## src/rtl/tlul_timeout_guard.sv

```systemverilog
`default_nettype none
// ============================================================================
// Module   : tlul_timeout_guard (with its TL-UL type package tlul_pkg)
// Purpose  : TL-UL pass-through that answers stalled requests with an error.
// Revision : 1.0 - initial release
// ============================================================================

package tlul_pkg;

  localparam logic [2:0] c_op_put_full    = 3'd0;
  localparam logic [2:0] c_op_put_partial = 3'd1;
  localparam logic [2:0] c_op_get         = 3'd4;
  localparam logic [2:0] c_rsp_ack        = 3'd0;
  localparam logic [2:0] c_rsp_ack_data   = 3'd1;

  typedef struct packed {
    logic        a_valid;
    logic [2:0]  a_opcode;
    logic [2:0]  a_param;
    logic [1:0]  a_size;
    logic [7:0]  a_source;
    logic [31:0] a_address;
    logic [3:0]  a_mask;
    logic [31:0] a_data;
    logic        d_ready;
  } tl_h2d_t;

  typedef struct packed {
    logic        d_valid;
    logic [2:0]  d_opcode;
    logic [2:0]  d_param;
    logic [1:0]  d_size;
    logic [7:0]  d_source;
    logic        d_sink;
    logic [31:0] d_data;
    logic        d_error;
    logic        a_ready;
  } tl_d2h_t;

endpackage

module tlul_timeout_guard #(
  parameter int MaxOutstanding = 4,
  parameter int TimeoutCycles  = 1024
) (
  input  logic              clk_i,
  input  logic              rst_ni,
  input  tlul_pkg::tl_h2d_t tl_h_i,
  output tlul_pkg::tl_d2h_t tl_h_o,
  output tlul_pkg::tl_h2d_t tl_d_o,
  input  tlul_pkg::tl_d2h_t tl_d_i,
  output logic              timeout_o,
  output logic              busy_o
);

  localparam int c_ptr_w = (MaxOutstanding > 1) ? $clog2(MaxOutstanding) : 1;
  localparam int c_cnt_w = $clog2(MaxOutstanding + 1);
  localparam int c_tmr_w = $clog2(TimeoutCycles);

  localparam logic [c_ptr_w-1:0] c_last_ptr = c_ptr_w'(MaxOutstanding - 1);
  localparam logic [c_cnt_w:0]   c_limit    = (c_cnt_w + 1)'(MaxOutstanding);
  localparam logic [c_tmr_w-1:0] c_tmr_last = c_tmr_w'(TimeoutCycles - 1);

  typedef enum logic [0:0] {
    ST_NORMAL  = 1'b0,
    ST_ERR_RSP = 1'b1
  } state_e;

  typedef struct packed {
    logic [7:0] source;
    logic [1:0] size;
    logic       is_get;
  } entry_t;

  state_e             r_state;
  state_e             w_state_nxt;
  entry_t             r_mem [MaxOutstanding];
  logic [c_ptr_w-1:0] r_wptr;
  logic [c_ptr_w-1:0] r_rptr;
  logic [c_cnt_w-1:0] r_count;
  logic [c_cnt_w-1:0] w_count_nxt;
  logic [c_cnt_w-1:0] r_orph;
  logic [c_cnt_w-1:0] w_orph_nxt;
  logic [c_tmr_w-1:0] r_timer;
  logic               r_busy;

  logic               w_empty;
  logic [c_cnt_w:0]   w_inflight;
  logic               w_accept;
  logic               w_push;
  logic               w_sink_mode;
  logic               w_fwd_mode;
  logic               w_fwd_hs;
  logic               w_err_hs;
  logic               w_pop;
  logic               w_sink;
  logic               w_timeout;
  entry_t             w_head;
  entry_t             w_push_ent;

  function automatic logic [c_ptr_w-1:0] ptr_inc(input logic [c_ptr_w-1:0] p);
    return (p == c_last_ptr) ? '0 : p + c_ptr_w'(1);
  endfunction

  // Outputs are forced quiet for as long as reset is held, not just after an edge.
  assign w_empty     = (r_count == '0);
  assign w_inflight  = {1'b0, r_count} + {1'b0, r_orph};
  assign w_accept    = rst_ni && (r_state == ST_NORMAL) && (w_inflight < c_limit);
  assign w_push      = tl_h_i.a_valid && w_accept && tl_d_i.a_ready;
  assign w_sink_mode = (r_orph != '0);
  assign w_fwd_mode  = rst_ni && (r_state == ST_NORMAL) && !w_sink_mode;
  assign w_fwd_hs    = w_fwd_mode && tl_d_i.d_valid && tl_h_i.d_ready;
  assign w_err_hs    = (r_state == ST_ERR_RSP) && tl_h_i.d_ready;
  assign w_pop       = (w_fwd_hs && !w_empty) || w_err_hs;
  assign w_sink      = rst_ni && w_sink_mode && tl_d_i.d_valid;
  assign w_timeout   = (r_state == ST_NORMAL) && !w_empty &&
                       (r_timer == c_tmr_last) && !w_fwd_hs;
  assign w_head      = r_mem[r_rptr];
  assign w_push_ent  = '{source: tl_h_i.a_source,
                         size:   tl_h_i.a_size,
                         is_get: (tl_h_i.a_opcode == tlul_pkg::c_op_get)};

  always_comb begin
    tl_d_o         = tl_h_i;
    tl_d_o.a_valid = tl_h_i.a_valid && w_accept;
    tl_d_o.d_ready = w_sink_mode || (w_fwd_mode && tl_h_i.d_ready);
    tl_h_o         = '0;
    if (r_state == ST_ERR_RSP) begin
      tl_h_o.d_valid  = 1'b1;
      tl_h_o.d_error  = 1'b1;
      tl_h_o.d_opcode = w_head.is_get ? tlul_pkg::c_rsp_ack_data : tlul_pkg::c_rsp_ack;
      tl_h_o.d_source = w_head.source;
      tl_h_o.d_size   = w_head.size;
      tl_h_o.d_data   = 32'hFFFF_FFFF;
    end else if (w_fwd_mode) begin
      tl_h_o = tl_d_i;
    end
    tl_h_o.a_ready = tl_d_i.a_ready && w_accept;
  end

  assign timeout_o = w_timeout;
  assign busy_o    = r_busy;

  always_comb begin
    w_state_nxt = r_state;
    case (r_state)
      ST_NORMAL:  if (w_timeout) w_state_nxt = ST_ERR_RSP;
      ST_ERR_RSP: if (w_err_hs)  w_state_nxt = ST_NORMAL;
      default:    w_state_nxt = ST_NORMAL;
    endcase
  end

  always_ff @(posedge clk_i or negedge rst_ni) begin
    if (!rst_ni) begin
      r_state <= ST_NORMAL;
    end else begin
      r_state <= w_state_nxt;
    end
  end

  always_comb begin
    w_count_nxt = r_count;
    if (w_push && !w_pop) begin
      w_count_nxt = r_count + c_cnt_w'(1);
    end else if (!w_push && w_pop) begin
      w_count_nxt = r_count - c_cnt_w'(1);
    end
    w_orph_nxt = r_orph;
    if (w_timeout && !w_sink) begin
      w_orph_nxt = r_orph + c_cnt_w'(1);
    end else if (!w_timeout && w_sink) begin
      w_orph_nxt = r_orph - c_cnt_w'(1);
    end
  end

  always_ff @(posedge clk_i) begin
    if (w_push) begin
      r_mem[r_wptr] <= w_push_ent;
    end
  end

  always_ff @(posedge clk_i or negedge rst_ni) begin
    if (!rst_ni) begin
      r_wptr  <= '0;
      r_rptr  <= '0;
      r_count <= '0;
      r_orph  <= '0;
      r_timer <= '0;
      r_busy  <= 1'b0;
    end else begin
      if (w_push) r_wptr <= ptr_inc(r_wptr);
      if (w_pop)  r_rptr <= ptr_inc(r_rptr);
      r_count <= w_count_nxt;
      r_orph  <= w_orph_nxt;
      r_busy  <= (w_count_nxt != '0) || (w_orph_nxt != '0);
      // A fresh head always gets the full window, however long the old one waited.
      if (w_pop || (w_push && w_empty)) begin
        r_timer <= '0;
      end else if (!w_empty && (r_state == ST_NORMAL)) begin
        r_timer <= r_timer + c_tmr_w'(1);
      end
    end
  end

endmodule
`default_nettype wire

```

## config.mk

```make
export PLATFORM = sky130hd
export DESIGN_NAME = tlul_timeout_guard
export DESIGN_NICKNAME = d
export VERILOG_FILES = /design/src/rtl/tlul_timeout_guard.sv
export SDC_FILE = /design/constraint.sdc
export NUM_CORES = 1
export LEC_CHECK = 0
export CAP_MARGIN = 10
export CORE_MARGIN = 1
export CORE_UTILIZATION = 36
export DETAILED_ROUTE_END_ITERATION = 16
export PLACE_DENSITY = 0.82
export SYNTH_ARGS = -nofsm -noshare
export SYNTH_HDL_FRONTEND = slang
export SYNTH_SLANG_ARGS = --single-unit
```

## constraint.sdc

```tcl
create_clock -name clk_i -period 3.6 [get_ports clk_i]
set_clock_uncertainty 0.05 [all_clocks]
set_input_delay 0.72 -clock clk_i [delete_from_list [all_inputs] [get_ports clk_i]]
set_output_delay 0.72 -clock clk_i [all_outputs]
set_load 0.02 [all_outputs]
```

==> flow_summary.json, run 1 <==
{
  "ctsHoldBuffers": 0,
  "hpwlAfterDp_um": 12050,
  "hold_class": "flip-flop to flip-flop",
  "path_common_cell": "clkdlybuf4s50_1",
  "gr-max-usage-layer": "met2",
  "hold_slack_ns": 0.5038,
  "grtUsageTotal_pct": 24.61,
  "antenna_cells": 0,
  "reg2reg_slack_ns": 0.64,
  "finalSetupViolations": 0,
  "critical_path_class": "primary input to output port",
  "rsz0062_at_grt": "false",
  "viasPerCell": 5.155,
  "timing.rr.start": "r_orph[0]$_DFF_PN0_",
  "status": "finished, final reports clean",
  "num_vias": 2830,
  "setup_tns_ns": 0,
  "crit_family": "buffers and inverters",
  "power_density_mw_per_mm2": 564.0,
  "synth_cell_types": 44,
  "tightest_slew_ns": 0.6297,
  "clockBufferDepth": 2,
  "gp_congestion": 0.8207,
  "ant_nets": 0,
  "period_share_pct": 95.21,
  "vdd_drop_max_v": 0.0003535,
  "cts.sinks": 66,
  "utilization_pct": 47.70,
  "wl_um": 14610,
  "synth_edf_count": 44,
  "cts_tree": "built",
  "grt_pass1_wl_um": 19570,
  "worstPathArrival_ns": 2.66,
  "startpoint_type": "primary input",
  "portBuffers": 137,
  "stdcell_area_mm2": 0.005194,
  "worst-path-max-fanout": 53,
  "netlist_instances": 349,
  "power.leakage_nw": 2.214,
  "core_region_area_mm2": 0.01089,
  "die_area_mm2": 0.01168,
  "num-nets-final": 560,
  "synth_top_cell_area_share_pct": 32.62,
  "wl_per_cell_um": 26.60,
  "cts-resized-gates": 0,
  "grtUsageMet1_pct": 25.15,
  "drcViolationCount": 0,
  "synth-seq-area-share_pct": 46.22,
  "total_power_mw": 2.929,
  "relSlewSlack_pct": 58.02,
  "required_ns": 2.83,
  "fmax_ghz": 0.2917,
  "clock_latency_ns": 0.34,
  "io_pins": 280,
  "endpoint_kind": "output port",
  "synth_fp_nets": 503,
  "crit_buf_inv": 3,
  "worstHoldPathCells": 2,
  "hold_path_startpoint": "r_timer[9]$_DFFE_PN0P_",
  "syn_to_final_growth_pct": 28.24,
  "rows": 38,
  "clockRootBuffer": "clkbuf_8",
  "synth-seq-cells": 66,
  "grt_overflow": 0,
  "cts.htree.levels": 3,
  "cts.clk_slew.worst_paths_ns": 0.07,
  "min_to": "r_timer[9]$_DFFE_PN0P_",
  "async_flop_share_pct": 33.33,
  "synth_top_area_cell": "edfxtp_1",
  "die-height_um": 108.1,
  "yosys_most_used_dff": "edfxtp_1",
  "drive_above_1_share_pct": 10.02,
  "antenna_found_initial": 0,
  "fillers": 920,
  "cpMaxStageDelayCell": "clkdlybuf4s50_1",
  "drt_first_iter_violations": 259,
  "grt_max_degree": 54,
  "met3_usage_pct": 20.31,
  "r2r-end": "busy_o$_DFF_PN0_",
  "post-cts-setup-buffer-count": 0,
  "ys_warn_count": 0,
  "drv_slew": 0,
  "cp-startpoint": "rst_ni",
  "synth_area_mm2": 0.004050,
  "drtPass1Iterations": 6,
  "worstRegToRegCells": 9,
  "slowest_delay_ns": 0.65,
  "met2_usage_pct": 38.17,
  "timing.final.hold_violations": 0,
  "cts_buffers": 9,
  "grt_pass1_vias": 2815,
  "ys_top_cells_by_area": "edfxtp_1 (33%), buf_4 (16%), dfrtp_1 (14%), a21o_1 (7.0%), mux4_2 (6.1%)",
  "die_x_um": 108.1,
  "maxCapViolCount": 0,
  "avgSynthCellArea_um2": 11.60,
  "cp_cell_sequence": "clkdlybuf4s50_1, nor4bb_4, buf_12, a21o_1, clkdlybuf4s50_1",
  "start_util_pct": 37.20,
  "period_needed_ns": 3.428,
  "placed_cell_area_mm2": 0.004997
}
==> cells in the mapped netlist, drive strengths merged, types with 5 or more instances <==
master,n
dfrtp,22
a21o,38
o21ai,5
and3,5
xor2,8
nand4,5
edfxtp,44
nor2,13
nand3,6
inv,8
buf,92
xnor2,6
and2,10
mux4,11
ha,14
clkbuf,8
a22o,11
nand2,15
==> layer usage <==
metal	up-vias	wire, µm
met2	200	6713
met1	1344	4938
li1	1274	-
met5	-	0
met4	0	192
met3	12	2760
==> cell usage in the layout, fill, tap and decap left out, types with 6 or more instances in the layout <==
cell type,n
a21o_1,38
a22o_1,11
and2_1,10
buf_4,9
clkbuf_8,9
clkdlybuf4s50_1,136
dfrtp_1,21
edfxtp_1,44
ha_1,14
inv_1,8
mux4_2,11
nand2_1,15
nor2_1,12
xnor2_1,6
xor2_1,8
==> kinds of logic after synthesis <==
family	after synthesis	synth area share, %
muxes	15	7.136
xor gates and xnor gates	14	3.028
buffers and inverters	108	17.86
AOI/OAI and AO/OA	64	12.17
adders and majority gates	15	4.572
DFF	66	46.22
and+or+nand+nor	67	9.021
==> worst max-delay path by stage <==
stage / to / slack (ns) / cells after the start
finish: tl_h_o[29] / 0.17 / 5
global route: tl_d_o[85] / 0.04 / 5
CTS: tl_h_o[29] / 0.17 / 5
detailed placement: tl_h_o[37] / 0.17 / 5
global placement: tl_h_o[29] / 0.19 / 5
floorplan: busy_o$_DFF_PN0_ / 0.79 / 9
==> flip-flops by register name, indices dropped and copies added, names as in the netlist <==
register	cells
r_mem	44
r_timer	10
r_count	3
r_orph	3
r_rptr	2
r_wptr	2
busy_o	1
r_state	1
==> worst min-delay path, stage by stage, from the launching register on <==
cell and delay (ns):
dfrtp_1 0.36, xnor2_1 0.12, nor2_1 0.04
==> cell type report <==
class	instances	area, µm²	share of cell area, %
Sequential cell	66	1873	36.06
Multi-Input combinational cell	175	1470	28.31
Tap cell	140	175.2	3.373
Inverter	8	30.03	0.5782
Clock inverter	4	68.82	1.325
Clock buffer	10	127.6	2.457
Timing Repair Buffer	146	1449	27.90
==> stage by stage <==
stage / std cells / worst slack, ns
2_1_floorplan: 349 / 0.7946
3_3_place_gp: 535 / 0.1860
3_5_place_dp: 535 / 0.1687
4_1_cts: 549 / 0.1678
5_1_grt: 549 / 0.04265
6_report: 549 / 0.1723
==> power by group <==
group / internal, mW / total, mW / leakage (nW) / switching (mW)
Combinational: 0.621 / 1.21 / 1.45 / 0.587
Sequential: 0.940 / 1.09 / 0.663 / 0.145
Clock: 0.379 / 0.637 / 0.0996 / 0.258
Power figures use the tool's default switching activity.
==> run 2, diff against run 1 <==
PLACE_DENSITY = 0.85   (was 0.82)
==> flow_summary.json, run 2 (synthesis gave the netlist of run 1 again) <==
{
  "drive_above_1_share_pct": 10.46,
  "hold_slack_ns": 0.4943,
  "clockRootBuffer": "clkbuf_8",
  "power.leakage_nw": 2.204,
  "drcViolationCount": 0,
  "largest_registers": "r_mem x44, r_timer x10",
  "worst-path-max-fanout": 53,
  "ant_nets": 0,
  "drv_slew": 0,
  "grt_overflow": 0,
  "drtPass1Iterations": 4,
  "ctsHoldBuffers": 0,
  "setup_tns_ns": 0,
  "vdd_drop_max_v": 0.0003312,
  "timing.rr.start": "r_orph[0]$_DFF_PN0_",
  "io_pins": 280,
  "clock_latency_ns": 0.34,
  "met1_length_um": 4947,
  "power_density_mw_per_mm2": 561.5,
  "cts-resized-gates": 0,
  "rows": 38,
  "worstPathArrival_ns": 2.66,
  "cts_tree": "built",
  "portBuffers": 137,
  "post-cts-setup-buffer-count": 0,
  "syn_to_final_growth_pct": 27.99,
  "timing.final.hold_violations": 0,
  "period_share_pct": 95.19,
  "largest_register_ffs": 44,
  "placed_cell_area_mm2": 0.004997,
  "gp_congestion": 0.7992,
  "grt_max_degree": 54,
  "hold_class": "primary input to async pin",
  "cts.clk_slew.worst_paths_ns": 0.07,
  "r2r-end": "busy_o$_DFF_PN0_",
  "cts_buffers": 9,
  "total_power_mw": 2.911,
  "clockBufferDepth": 2,
  "die_area_mm2": 0.01168,
  "tightest_slew_ns": 0.6353,
  "core_region_area_mm2": 0.01089,
  "antenna_cells": 0,
  "routed-wl-met3_um": 2628,
  "layout_common_cells": "clkdlybuf4s50_1 (136), edfxtp_1 (44), a21o_1 (38)",
  "required_ns": 2.83,
  "viasPerCell": 5.205,
  "finalSetupViolations": 0,
  "worstRegToRegCells": 9,
  "num-nets-final": 560,
  "hpwlAfterDp_um": 12100,
  "num_vias": 2868,
  "dr_wl_met2_um": 6913,
  "rsz0062_at_grt": "false",
  "period_needed_ns": 3.427,
  "startpoint_type": "primary input",
  "status": "finished, final reports clean",
  "fmax_ghz": 0.2918,
  "reg2reg_slack_ns": 0.62,
  "final.setup.worst_slack_ns": 0.1731,
  "stdcell_area_mm2": 0.005184,
  "highest_layer": "met4",
  "critical_path_class": "primary input to output port",
  "die_x_um": 108.1,
  "cts.htree.levels": 3,
  "grt_pass1_vias": 2738,
  "wl_um": 14760,
  "regMostFlops": "r_mem",
  "cts.sinks": 66,
  "wl_per_cell_um": 26.78,
  "relSlewSlack_pct": 57.65,
  "antenna_found_initial": 0,
  "grt_pass1_wl_um": 19640,
  "grtUsageTotal_pct": 24.84,
  "die-height_um": 108.1,
  "drt_first_iter_violations": 234,
  "maxCapViolCount": 0,
  "pre_cts_ws_ns": 0.1982,
  "start_util_pct": 37.20,
  "layout_commonest_cell": "clkdlybuf4s50_1",
  "endpoint_kind": "output port"
}
[run 2: cell types whose count changed in the layout (fill, tap and decap cells not counted), sizes merged]
cell	before	now
bufinv	2	1
clkinvlp	0	2
clkbuf	10	11
[run 2: worst max-delay path: stages]
cell             delay [ns]
clkdlybuf4s50_1        0.52
nor4bb_4               0.27
buf_12                 0.28
a21o_1                 0.18
clkdlybuf4s50_1        0.66
[run 2: power by group]
part,switching [mW],total [mW],internal (mW)
clock,0.274,0.592,0.317
sequential,0.158,1.10,0.940
combinational,0.597,1.22,0.624
total,1.03,2.91,1.88
[run 2: metrics by stage]
| step | std cells | utilization (%) |
|---|---|---|
| final | 551 | 47.61 |
| after global routing | 551 | 47.61 |
| after CTS | 551 | 47.61 |
| after detailed placement | 535 | 45.90 |
| after global placement | 535 | 45.90 |
| after floorplan | 349 | - |
[run 2: routing by layer]
metal  up-vias  GRT usage, %
li1       1273             -
met1      1396         25.64
met2       185         38.90
met3        14         18.32
met4         0         8.121
met5         -         2.232
[run 2: cell type report]
cell class	instances	area [µm²]
Timing Repair Buffer	146	1449
Inverter	8	30.03
Multi-Input combinational cell	175	1470
Sequential cell	66	1873
Tap cell	140	175.2
Fill cell	940	5704
Clock inverter	5	55.05
Clock buffer	11	131.4
[run 2: how the worst max path moves through the flow]
stage	from	to	slack (ns)	cells after the start
2_1_floorplan	r_count[0]$_DFF_PN0_	busy_o$_DFF_PN0_	0.79	9
5_1_grt	r_orph[0]$_DFF_PN0_	tl_h_o[5]	0.11	6
3_3_place_gp	rst_ni	tl_h_o[5]	0.25	5
6_report	rst_ni	tl_h_o[5]	0.17	5
4_1_cts	r_orph[0]$_DFF_PN0_	tl_h_o[5]	0.19	6
3_5_place_dp	rst_ni	tl_h_o[5]	0.20	5
